$ cat src/rtl/registers_controller_pkg.sv
// Shared constants for the multi-channel register controller:
// register word offsets, CTRL bit positions, reset value and ID word.
package registers_controller_pkg;

  localparam logic [31:0] ID_VALUE = 32'h524D_4301;

  localparam int unsigned OFF_ID      = 'h00;
  localparam int unsigned OFF_CTRL    = 'h01;
  localparam int unsigned OFF_CLEAR   = 'h02;
  localparam int unsigned OFF_STATUS  = 'h03;
  localparam int unsigned OFF_IRQ_EN  = 'h04;
  localparam int unsigned OFF_COUNT   = 'h10;
  localparam int unsigned OFF_SCRATCH = 'h20;

  localparam int unsigned CTRL_W   = 3;
  localparam int unsigned CTRL_EN  = 0;
  localparam int unsigned CTRL_SAT = 1;
  localparam int unsigned CTRL_COR = 2;

  // Counting enabled, wrap on overflow, no clear-on-read.
  localparam logic [CTRL_W-1:0] CTRL_RESET = 3'b001;

endpackage

$ cat src/rtl/registers_controller_mc_msg_counter.sv
// Per-channel message counter.
//   clk, rst_n : clock, async active-low reset
//   inc        : count one message (already gated by the enable)
//   clr        : explicit clear; beats everything else
//   rd_clr     : clear-on-read; a coincident inc leaves the counter at 1
//   sat        : 1 = hold at max on overflow, 0 = wrap to zero
//   count      : current count
//   ovf_pulse  : one-cycle pulse, registered, following an overflowing increment
module msg_counter #(
  parameter int unsigned COUNT_W = 32
) (
  input  logic               clk,
  input  logic               rst_n,
  input  logic               inc,
  input  logic               clr,
  input  logic               rd_clr,
  input  logic               sat,
  output logic [COUNT_W-1:0] count,
  output logic               ovf_pulse
);

  localparam logic [COUNT_W-1:0] COUNT_MAX = '1;

  logic at_max_c;
  assign at_max_c = (count == COUNT_MAX);

  // Counter update with clear > clear-on-read > increment priority.
  always_ff @(posedge clk or negedge rst_n) begin
    if (!rst_n) begin
      count     <= '0;
      ovf_pulse <= 1'b0;
    end else begin
      ovf_pulse <= inc && !clr && !rd_clr && at_max_c;
      if (clr) begin
        count <= '0;
      end else if (rd_clr) begin
        count <= inc ? COUNT_W'(1) : '0;
      end else if (inc) begin
        if (at_max_c) begin
          count <= sat ? COUNT_MAX : '0;
        end else begin
          count <= count + COUNT_W'(1);
        end
      end
    end
  end

endmodule

$ cat src/rtl/registers_controller_mc.sv
// Multi-channel Avalon-MM register slave counting msg_enter pulses per channel.
//   clk, rst_n        : clock, async active-low reset
//   msg_enter         : one-cycle message pulse per channel
//   reg_address       : word address (decoded relative to ADDR_BASE)
//   reg_read/write    : bus requests, accepted while reg_waitrequest is low
//   reg_writedata     : write data
//   reg_readdata      : read data, qualified by reg_readdatavalid
//   reg_readdatavalid : one-cycle strobe RD_LATENCY cycles after read accept
//   reg_waitrequest   : high in reset and for the first edge after it
//   irq               : registered OR of STATUS & IRQ_EN
module registers_controller_mc
  import registers_controller_pkg::*;
#(
  parameter int unsigned ADDR_BASE  = 0,
  parameter int unsigned ADDR_W     = 16,
  parameter int unsigned DATA_W     = 32,
  parameter int unsigned N_CH       = 4,
  parameter int unsigned COUNT_W    = 32,
  parameter int unsigned N_SCRATCH  = 4,
  parameter int unsigned RD_LATENCY = 1
) (
  input  logic              clk,
  input  logic              rst_n,
  input  logic [N_CH-1:0]   msg_enter,
  input  logic [ADDR_W-1:0] reg_address,
  input  logic              reg_read,
  input  logic              reg_write,
  input  logic [DATA_W-1:0] reg_writedata,
  output logic [DATA_W-1:0] reg_readdata,
  output logic              reg_readdatavalid,
  output logic              reg_waitrequest,
  output logic              irq
);

  localparam int unsigned SCR_DEPTH = (N_SCRATCH == 0) ? 1 : N_SCRATCH;

  logic [CTRL_W-1:0]  ctrl;
  logic [N_CH-1:0]    status;
  logic [N_CH-1:0]    irq_en;
  logic [N_CH-1:0]    ovf;
  logic [N_CH-1:0]    inc_c;
  logic [N_CH-1:0]    clr_c;
  logic [N_CH-1:0]    rd_clr_c;
  logic [N_CH-1:0]    w1c_c;
  logic [COUNT_W-1:0] count   [N_CH];
  logic [DATA_W-1:0]  scratch [SCR_DEPTH];

  logic [ADDR_W-1:0]  off_c;
  logic               below_c;
  logic               rd_acc_c;
  logic               wr_acc_c;
  logic               sel_ctrl_c;
  logic               sel_clear_c;
  logic               sel_status_c;
  logic               sel_irq_en_c;
  logic [DATA_W-1:0]  rd_data_c;

  logic [DATA_W-1:0]     pipe_data [RD_LATENCY];
  logic [RD_LATENCY-1:0] pipe_vld;

  // Address decode relative to the base; below-base addresses hit nothing.
  assign below_c      = (reg_address < ADDR_W'(ADDR_BASE));
  assign off_c        = reg_address - ADDR_W'(ADDR_BASE);
  assign sel_ctrl_c   = !below_c && (off_c == ADDR_W'(OFF_CTRL));
  assign sel_clear_c  = !below_c && (off_c == ADDR_W'(OFF_CLEAR));
  assign sel_status_c = !below_c && (off_c == ADDR_W'(OFF_STATUS));
  assign sel_irq_en_c = !below_c && (off_c == ADDR_W'(OFF_IRQ_EN));

  // A simultaneous read and write performs only the write.
  assign wr_acc_c = reg_write && !reg_waitrequest;
  assign rd_acc_c = reg_read && !reg_write && !reg_waitrequest;

  assign w1c_c = (wr_acc_c && sel_status_c) ? reg_writedata[N_CH-1:0] : '0;

  // One counter per channel.
  for (genvar i = 0; i < N_CH; i++) begin : g_ch
    assign inc_c[i]    = msg_enter[i] && ctrl[CTRL_EN];
    assign clr_c[i]    = wr_acc_c && sel_clear_c && reg_writedata[i];
    assign rd_clr_c[i] = rd_acc_c && ctrl[CTRL_COR] && !below_c &&
                         (off_c == ADDR_W'(OFF_COUNT + i));

    msg_counter #(
      .COUNT_W (COUNT_W)
    ) u_msg_counter (
      .clk       (clk),
      .rst_n     (rst_n),
      .inc       (inc_c[i]),
      .clr       (clr_c[i]),
      .rd_clr    (rd_clr_c[i]),
      .sat       (ctrl[CTRL_SAT]),
      .count     (count[i]),
      .ovf_pulse (ovf[i])
    );
  end

  // Control/status registers, bus handshake and interrupt.
  always_ff @(posedge clk or negedge rst_n) begin
    if (!rst_n) begin
      ctrl            <= CTRL_RESET;
      status          <= '0;
      irq_en          <= '0;
      irq             <= 1'b0;
      reg_waitrequest <= 1'b1;
    end else begin
      reg_waitrequest <= 1'b0;
      irq             <= |(status & irq_en);
      // New overflow wins over a coincident write-one-to-clear.
      status          <= (status & ~w1c_c) | ovf;
      if (wr_acc_c && sel_ctrl_c) begin
        ctrl <= reg_writedata[CTRL_W-1:0];
      end
      if (wr_acc_c && sel_irq_en_c) begin
        irq_en <= reg_writedata[N_CH-1:0];
      end
    end
  end

  // Scratch registers.
  always_ff @(posedge clk or negedge rst_n) begin
    if (!rst_n) begin
      for (int j = 0; j < SCR_DEPTH; j++) begin
        scratch[j] <= '0;
      end
    end else begin
      for (int j = 0; j < N_SCRATCH; j++) begin
        if (wr_acc_c && !below_c && (off_c == ADDR_W'(OFF_SCRATCH + j))) begin
          scratch[j] <= reg_writedata;
        end
      end
    end
  end

  // Read data mux; unmapped offsets read as zero.
  always_comb begin
    rd_data_c = '0;
    if (!below_c) begin
      if (off_c == ADDR_W'(OFF_ID))     rd_data_c = DATA_W'(ID_VALUE);
      if (sel_ctrl_c)                   rd_data_c = DATA_W'(ctrl);
      if (sel_status_c)                 rd_data_c = DATA_W'(status);
      if (sel_irq_en_c)                 rd_data_c = DATA_W'(irq_en);
      for (int i = 0; i < N_CH; i++) begin
        if (off_c == ADDR_W'(OFF_COUNT + i)) rd_data_c = DATA_W'(count[i]);
      end
      for (int j = 0; j < N_SCRATCH; j++) begin
        if (off_c == ADDR_W'(OFF_SCRATCH + j)) rd_data_c = scratch[j];
      end
    end
  end

  // Read return pipeline: data captured at accept, delivered RD_LATENCY cycles later.
  always_ff @(posedge clk or negedge rst_n) begin
    if (!rst_n) begin
      pipe_vld <= '0;
      for (int k = 0; k < RD_LATENCY; k++) begin
        pipe_data[k] <= '0;
      end
    end else begin
      pipe_vld[0] <= rd_acc_c;
      if (rd_acc_c) begin
        pipe_data[0] <= rd_data_c;
      end
      for (int k = 1; k < RD_LATENCY; k++) begin
        pipe_vld[k]  <= pipe_vld[k-1];
        pipe_data[k] <= pipe_data[k-1];
      end
    end
  end

  assign reg_readdata      = pipe_data[RD_LATENCY-1];
  assign reg_readdatavalid = pipe_vld[RD_LATENCY-1];

endmodule
$ cat config.mk
export PLATFORM = sky130hd
export DESIGN_NAME = registers_controller_mc
export DESIGN_NICKNAME = d
export VERILOG_FILES = /design/src/rtl/registers_controller_pkg.sv /design/src/rtl/registers_controller_mc_msg_counter.sv /design/src/rtl/registers_controller_mc.sv
export SDC_FILE = /design/constraint.sdc
export NUM_CORES = 1
export LEC_CHECK = 0
export CAP_MARGIN = 0
export CELL_PAD_IN_SITES_DETAIL_PLACEMENT = 0
export CELL_PAD_IN_SITES_GLOBAL_PLACEMENT = 1
export CORE_MARGIN = 2
export CORE_UTILIZATION = 30
export CTS_BUF_LIST = sky130_fd_sc_hd__clkbuf_4
export DETAILED_ROUTE_END_ITERATION = 8
export HOLD_SLACK_MARGIN = 0.1
export PLACE_DENSITY_LB_ADDON = 0.1
export REMOVE_ABC_BUFFERS = 1
export SLEW_MARGIN = 15
export SYNTH_ARGS = -nofsm -noshare
export SYNTH_HDL_FRONTEND = slang
export SYNTH_HIERARCHICAL = 1
export SYNTH_SLANG_ARGS = --single-unit
$ cat constraint.sdc
create_clock -name clk -period 2.9 [get_ports clk]
set_input_delay 0.435 -clock clk [delete_from_list [all_inputs] [get_ports clk]]
set_output_delay 0.435 -clock clk [all_outputs]
set_load 0.05 [all_outputs]
# == Word-level counts from Yosys, hierarchy flattened ==
# Cells that the tools add are included.
# totals
register_bits,306
in_bits,56
output_inout_bits,35
wordCells,138
# op_classes
add_sub_neg,4
n_lt_le_gt_ge,1
n_eq_ne,16
mux,35
bitwise_logic,4
reduce_logical,59
# ops
operator,n
$mux W32,29
$add A32 B1 Y32 const B,4
$eq A32 B32 Y1 const B,4
$eq A16 B5 Y1 const B,4
$eq A16 B6 Y1 const B,4
$logic_and A1 B1 Y1,42
$eq A16 B2 Y1 const B,2
$mux W31,1
$eq A16 B1 Y1 const B,1
$eq A16 B3 Y1 const B,1
$logic_not A16 Y1,1
$lt A16 B1 Y1 const B,1
$reduce_bool A3 Y1,4
$logic_not A1 Y1,11
$and A4 B4 Y4,2
$mux W1,4
$mux W4,1
$not A4 Y4,1
$or A4 B4 Y4,1
$reduce_or A4 Y1,1

# == Depth between registers and ports, before layout ==
# logic_depth
depth_word,15
ltp_mapped,15
depth_no_buf,10

# == Cells and area by module ==
# Netlist, hierarchy kept.
# modules_own_cells
module,n_inst,cells_per_inst,area_each_um2,seq_area_each_um2
registers_controller_mc,1,791,8872.3,4356.7
msg_counter,4,253,2142.1,825.8

# == Least setup slack after synthesis ==
# OpenSTA, ideal clock, no wires.
# synth_timing
path_kind,input to register
from,in reg_address[11]
to,reg g_ch[3].u_msg_counter.count[11]
setup_time_ns,0.121
arrival_ns,3.116
t_required_ns,2.779
slack_ns,-0.337
path_stages,14
n_path_buf,6
path_cell_list,or4_1 > buf_4 > buf_6 > nor4_1 > buf_2 > buf_2 > and3_1 > or2_2 > clkbuf_1 > nor2_1 > o21a_4 > buf_6 > a21o_1 > a22o_1
# synth_via
elab_chain_cells,6
elab_cells_between_ends,12
classes_between,1 x order compare; 2 x eq/ne; 2 x mux; 7 x reduce/logical
# synth_rtl
item,line,rtl
from (decl),registers_controller_mc.sv:25,"input logic [ADDR_W-1:0] reg_address,"
$lt A16 B1 Y1,registers_controller_mc.sv:62,assign below_c = (reg_address < ADDR_W'(ADDR_BASE));
$logic_not A1 Y1,n/a,
$logic_and A1 B1 Y1,registers_controller_mc.sv:79,assign rd_clr_c[i] = rd_acc_c && ctrl[CTRL_COR] && !below_c &&
$logic_and A1 B1 Y1 (*),registers_controller_mc.sv:79,
via rd_clr_c[3],registers_controller_mc.sv:43,logic [N_CH-1:0] rd_clr_c;
$mux W32,registers_controller_mc_msg_counter.sv:36,end else if (rd_clr) begin
$mux W32,registers_controller_mc_msg_counter.sv:34,if (clr) begin
to (signal assigned),registers_controller_mc_msg_counter.sv:37,count <= inc ? COUNT_W'(1) : '0;
to (signal assigned),registers_controller_mc_msg_counter.sv:40,count <= sat ? COUNT_MAX : '0;
to (signal assigned),registers_controller_mc_msg_counter.sv:42,count <= count + COUNT_W'(1);
to (decl),registers_controller_mc_msg_counter.sv:18,"output logic [COUNT_W-1:0] count,"
# Mark *: on every way through the listed nets, which the timed path passes. The rest lies on a longest branch.
# A chain may end at the register's enable or synchronous reset.

# == Worst setup path in the final report ==
# layout_timing
from,reg reg_waitrequest
to,out reg_waitrequest
# layout_rtl
item,line,rtl
from (decl),registers_controller_mc.sv:31,"output logic reg_waitrequest,"
from (signal assigned),registers_controller_mc.sv:103,reg_waitrequest <= 1'b1;
from (signal assigned),registers_controller_mc.sv:105,reg_waitrequest <= 1'b0;
# No word-level cell between the ends.

==> results_dict.tcl <==
set metrics [dict create \
    fillers 5868 \
    clock.fmax_ghz 0.3668 \
    antenna_found_initial 3 \
    layout-drive-gt1-share_pct 29.12 \
    multi_input_comb_area_um2 9205 \
    fin_worst_skew_ns 0.06025 \
    first_pass_iters 6 \
    yosysTopAreaCell "dfrtp_1" \
    die_x_um 245.1 \
    clock_latency_ns 0.88 \
    htreeDepth 3 \
    gr-total-overflow 0 \
    cp_max_fo 3 \
    synth_seq_area_share_pct 43.92 \
    io_pins 91 \
    avgRoutedWirePerCell_um 23.48 \
    rsz0062_at_grt "false" \
    core_um2 57590 \
    ir_drop_uv 243.5 \
    place.gp.congestion 0.8740 \
    io_buffers 90 \
    synth.top_cell.area_share_pct 43.62 \
    fin_nets 2224 \
    num_vias 16512 \
    grt_usage_pct 23.53 \
    power_density_nw_per_um2 430.8 \
    finalSetupViolCount 0 \
    yosysUniqueCellTypes 76 \
    synth_area_leaders "dfrtp_1 44%, mux2_2 8.8%, o21ai_0 3.4%" \
    crit_type "flip-flop to primary output" \
    area_growth_pct 28.09 \
    status "finished clean" \
    period_needed_ns 2.726 \
    numCtsBuffers 95 \
    cts_root_buf "clkbuf_4" \
    worst_setup_path_start_kind "flip-flop" \
    fp-row-count 88 \
    max_slew_margin_pct 41.88 \
    crit_path_end_kind "primary output" \
    worst_pin_slew_ns 0.8627 \
    avgSynthCellArea_um2 9.673 \
    leakage_nw 9.999 \
    ys_async_sr_fraction_pct 100.0 \
    synthCells 1803 \
    remaining_drc_errors 0 \
    setup_tns_ns 0 \
    grt_max_degree 71 \
    min_path_type "input port to flip-flop" \
    cts_tree "done" \
    cts.sinks 306 \
    setup_ws_ns 0.1736 \
    grt_pass1_wl_mm 106.4 \
    synth-edff-count 0 \
    drv_slew 0 \
    wl_mm 70.49 \
    die_h_um 245.1 \
    cap_violations 0 \
    clk_pin_slew_ns 0.06 \
    drtIter0Drc 1163 \
    synth_most_common_cell "dfrtp_1" \
    dp_slack_ns -0.7111 \
    cp.required_ns 2.47 \
    post-route-period-util_pct 94.02 \
    fp.dieArea_um2 60080 \
    start_util_pct 30.29 \
    synth-main-ff-cell "dfrtp_1" \
    postCtsSetupRepairBufs 0 \
    dp_hpwl_mm 52.12 \
    syn_area_um2 17440 \
    regArea_um2 7660 \
    yosys_warnings 6 \
    avgViaCountPerCell 5.500 \
    arrival_ns 2.29 \
    max-clock-path-buffers 3 \
    hold_violations 0 \
    synth_common_cells "304 x dfrtp_1, 139 x nor2_1, 136 x mux2_2" \
    ys_seq_elements 306 \
    drtAntennaViolNets 0 \
    grt_pass1_vias 16773 \
]
per-stage QoR:
step                      area [um^2]  power (mW)  util, %  hold slack (ns)  instances
after global placement          21080       5.300    36.60           0.4115       2829
after CTS                       22320       9.820    38.76           0.1812       2997
final                           22340       9.625    38.79           0.2759       3002
after detailed placement        21080       5.300    36.60           0.4129       2829
after floorplan                 16930       4.811        -           0.1394       1706
after global routing            22340       10.12    38.79           0.2009       3002
power by group:
part	internal [mW]	total, mW	switching, mW
clock network	2.32	4.40	2.08
registers	4.33	4.38	0.0460
logic	0.304	0.841	0.537
total	6.96	9.62	2.66
critical path: stages (launching register included):
cell	delay [ns]
dfstp_2	0.52
buf_4	0.10
clkdlybuf4s50_1	0.80
path summary, 6_finish.rpt:
kind | startpoint | to | slack (ns) | cells past startpoint
hold / removal | reg_writedata[12] | scratch[108]$_DFFE_PN0P_ | 0.28 | 2
min in group asynchronous | rst_n | g_ch[1].u_msg_counter/count[20]$_DFFE_PN0P_ | 0.61 | 3
setup reg to reg | reg_waitrequest$_DFF_PN1_ | g_ch[2].u_msg_counter/count[24]$_DFFE_PN0P_ | 0.22 | 13
max in group asynchronous | rst_n | scratch[42]$_DFFE_PN0P_ | 1.51 | 4
hold reg to reg | g_ch[1].u_msg_counter/ovf_pulse$_DFF_PN0_ | status[1]$_DFF_PN0_ | 0.42 | 1
setup / recovery | reg_waitrequest$_DFF_PN1_ | reg_waitrequest | 0.17 | 2
layout make-up:
class / instances / area share, %
inverters: 30 / 0.5041
well taps: 765 / 4.285
clock buffers: 143 / 4.806
multi-input cells: 1370 / 41.21
diodes: 5 / 0.05601
flip-flops and latches: 306 / 34.29
clock inverters: 22 / 0.5713
repair buffers: 361 / 14.28
flip-flops by register name, indices dropped and copies added, names as in the netlist:
| signal | flops |
|---|---|
| g_ch.u_msg_counter/count | 128 |
| scratch | 128 |
| reg_readdata | 32 |
| g_ch.u_msg_counter/ovf_pulse | 4 |
| irq_en | 4 |
| status | 4 |
| ctrl | 3 |
| irq | 1 |
| reg_readdatavalid | 1 |
| reg_waitrequest | 1 |
metal layers:
| metal | vias to the layer above | wire, um | global-route usage, % | share of wire, % |
|---|---|---|---|---|
| met4 | 0 | 2153 | 8.626 | 3.1 |
| met5 | - | 0 | 0 | 0 |
| met1 | 8201 | 31240 | 31.32 | 44 |
| li1 | 7650 | - | - | - |
| met2 | 540 | 32310 | 37.15 | 46 |
| met3 | 121 | 4785 | 5.489 | 6.8 |
what timing repair did:
item / 4_1_cts / 5_1_grt
endpoints found under the hold margin: 304 / 0
resized for setup: 2 / 2
endpoints found under the setup margin: 14 / 11
hold buffers: 3 / 0
cell families (layout without fill, tap and decap cells):
group | after synthesis | after routing | synth area share (%)
AO/OA/AOI/OAI | 551 | 551 | 20.63
XOR/XNOR | 1 | 1 | 0.05023
adder cells (fa/ha/maj) | 4 | 4 | 0.2870
buffers and inverters | 127 | 556 | 3.565
flip-flops | 306 | 306 | 43.92
multiplexers | 160 | 160 | 10.19
other | 1 | 6 | 0.02150
AND/OR/NAND/NOR | 653 | 653 | 21.34
cells in the final DEF, fill, tap and decap left out, types with 35 or more instances in the layout:
cell               n
dfrtp_1          304
buf_4            249
clkbuf_4         143
mux2_2           136
nor2_1           133
o21ai_0          117
nand2_1          108
a21oi_1          106
nand3_1           88
clkdlybuf4s50_1   88
o21ai_1           70
and3_1            52
a21o_1            50
nand4_1           47
a22o_1            35
No activity file was read; power rests on OpenSTA's default activity.
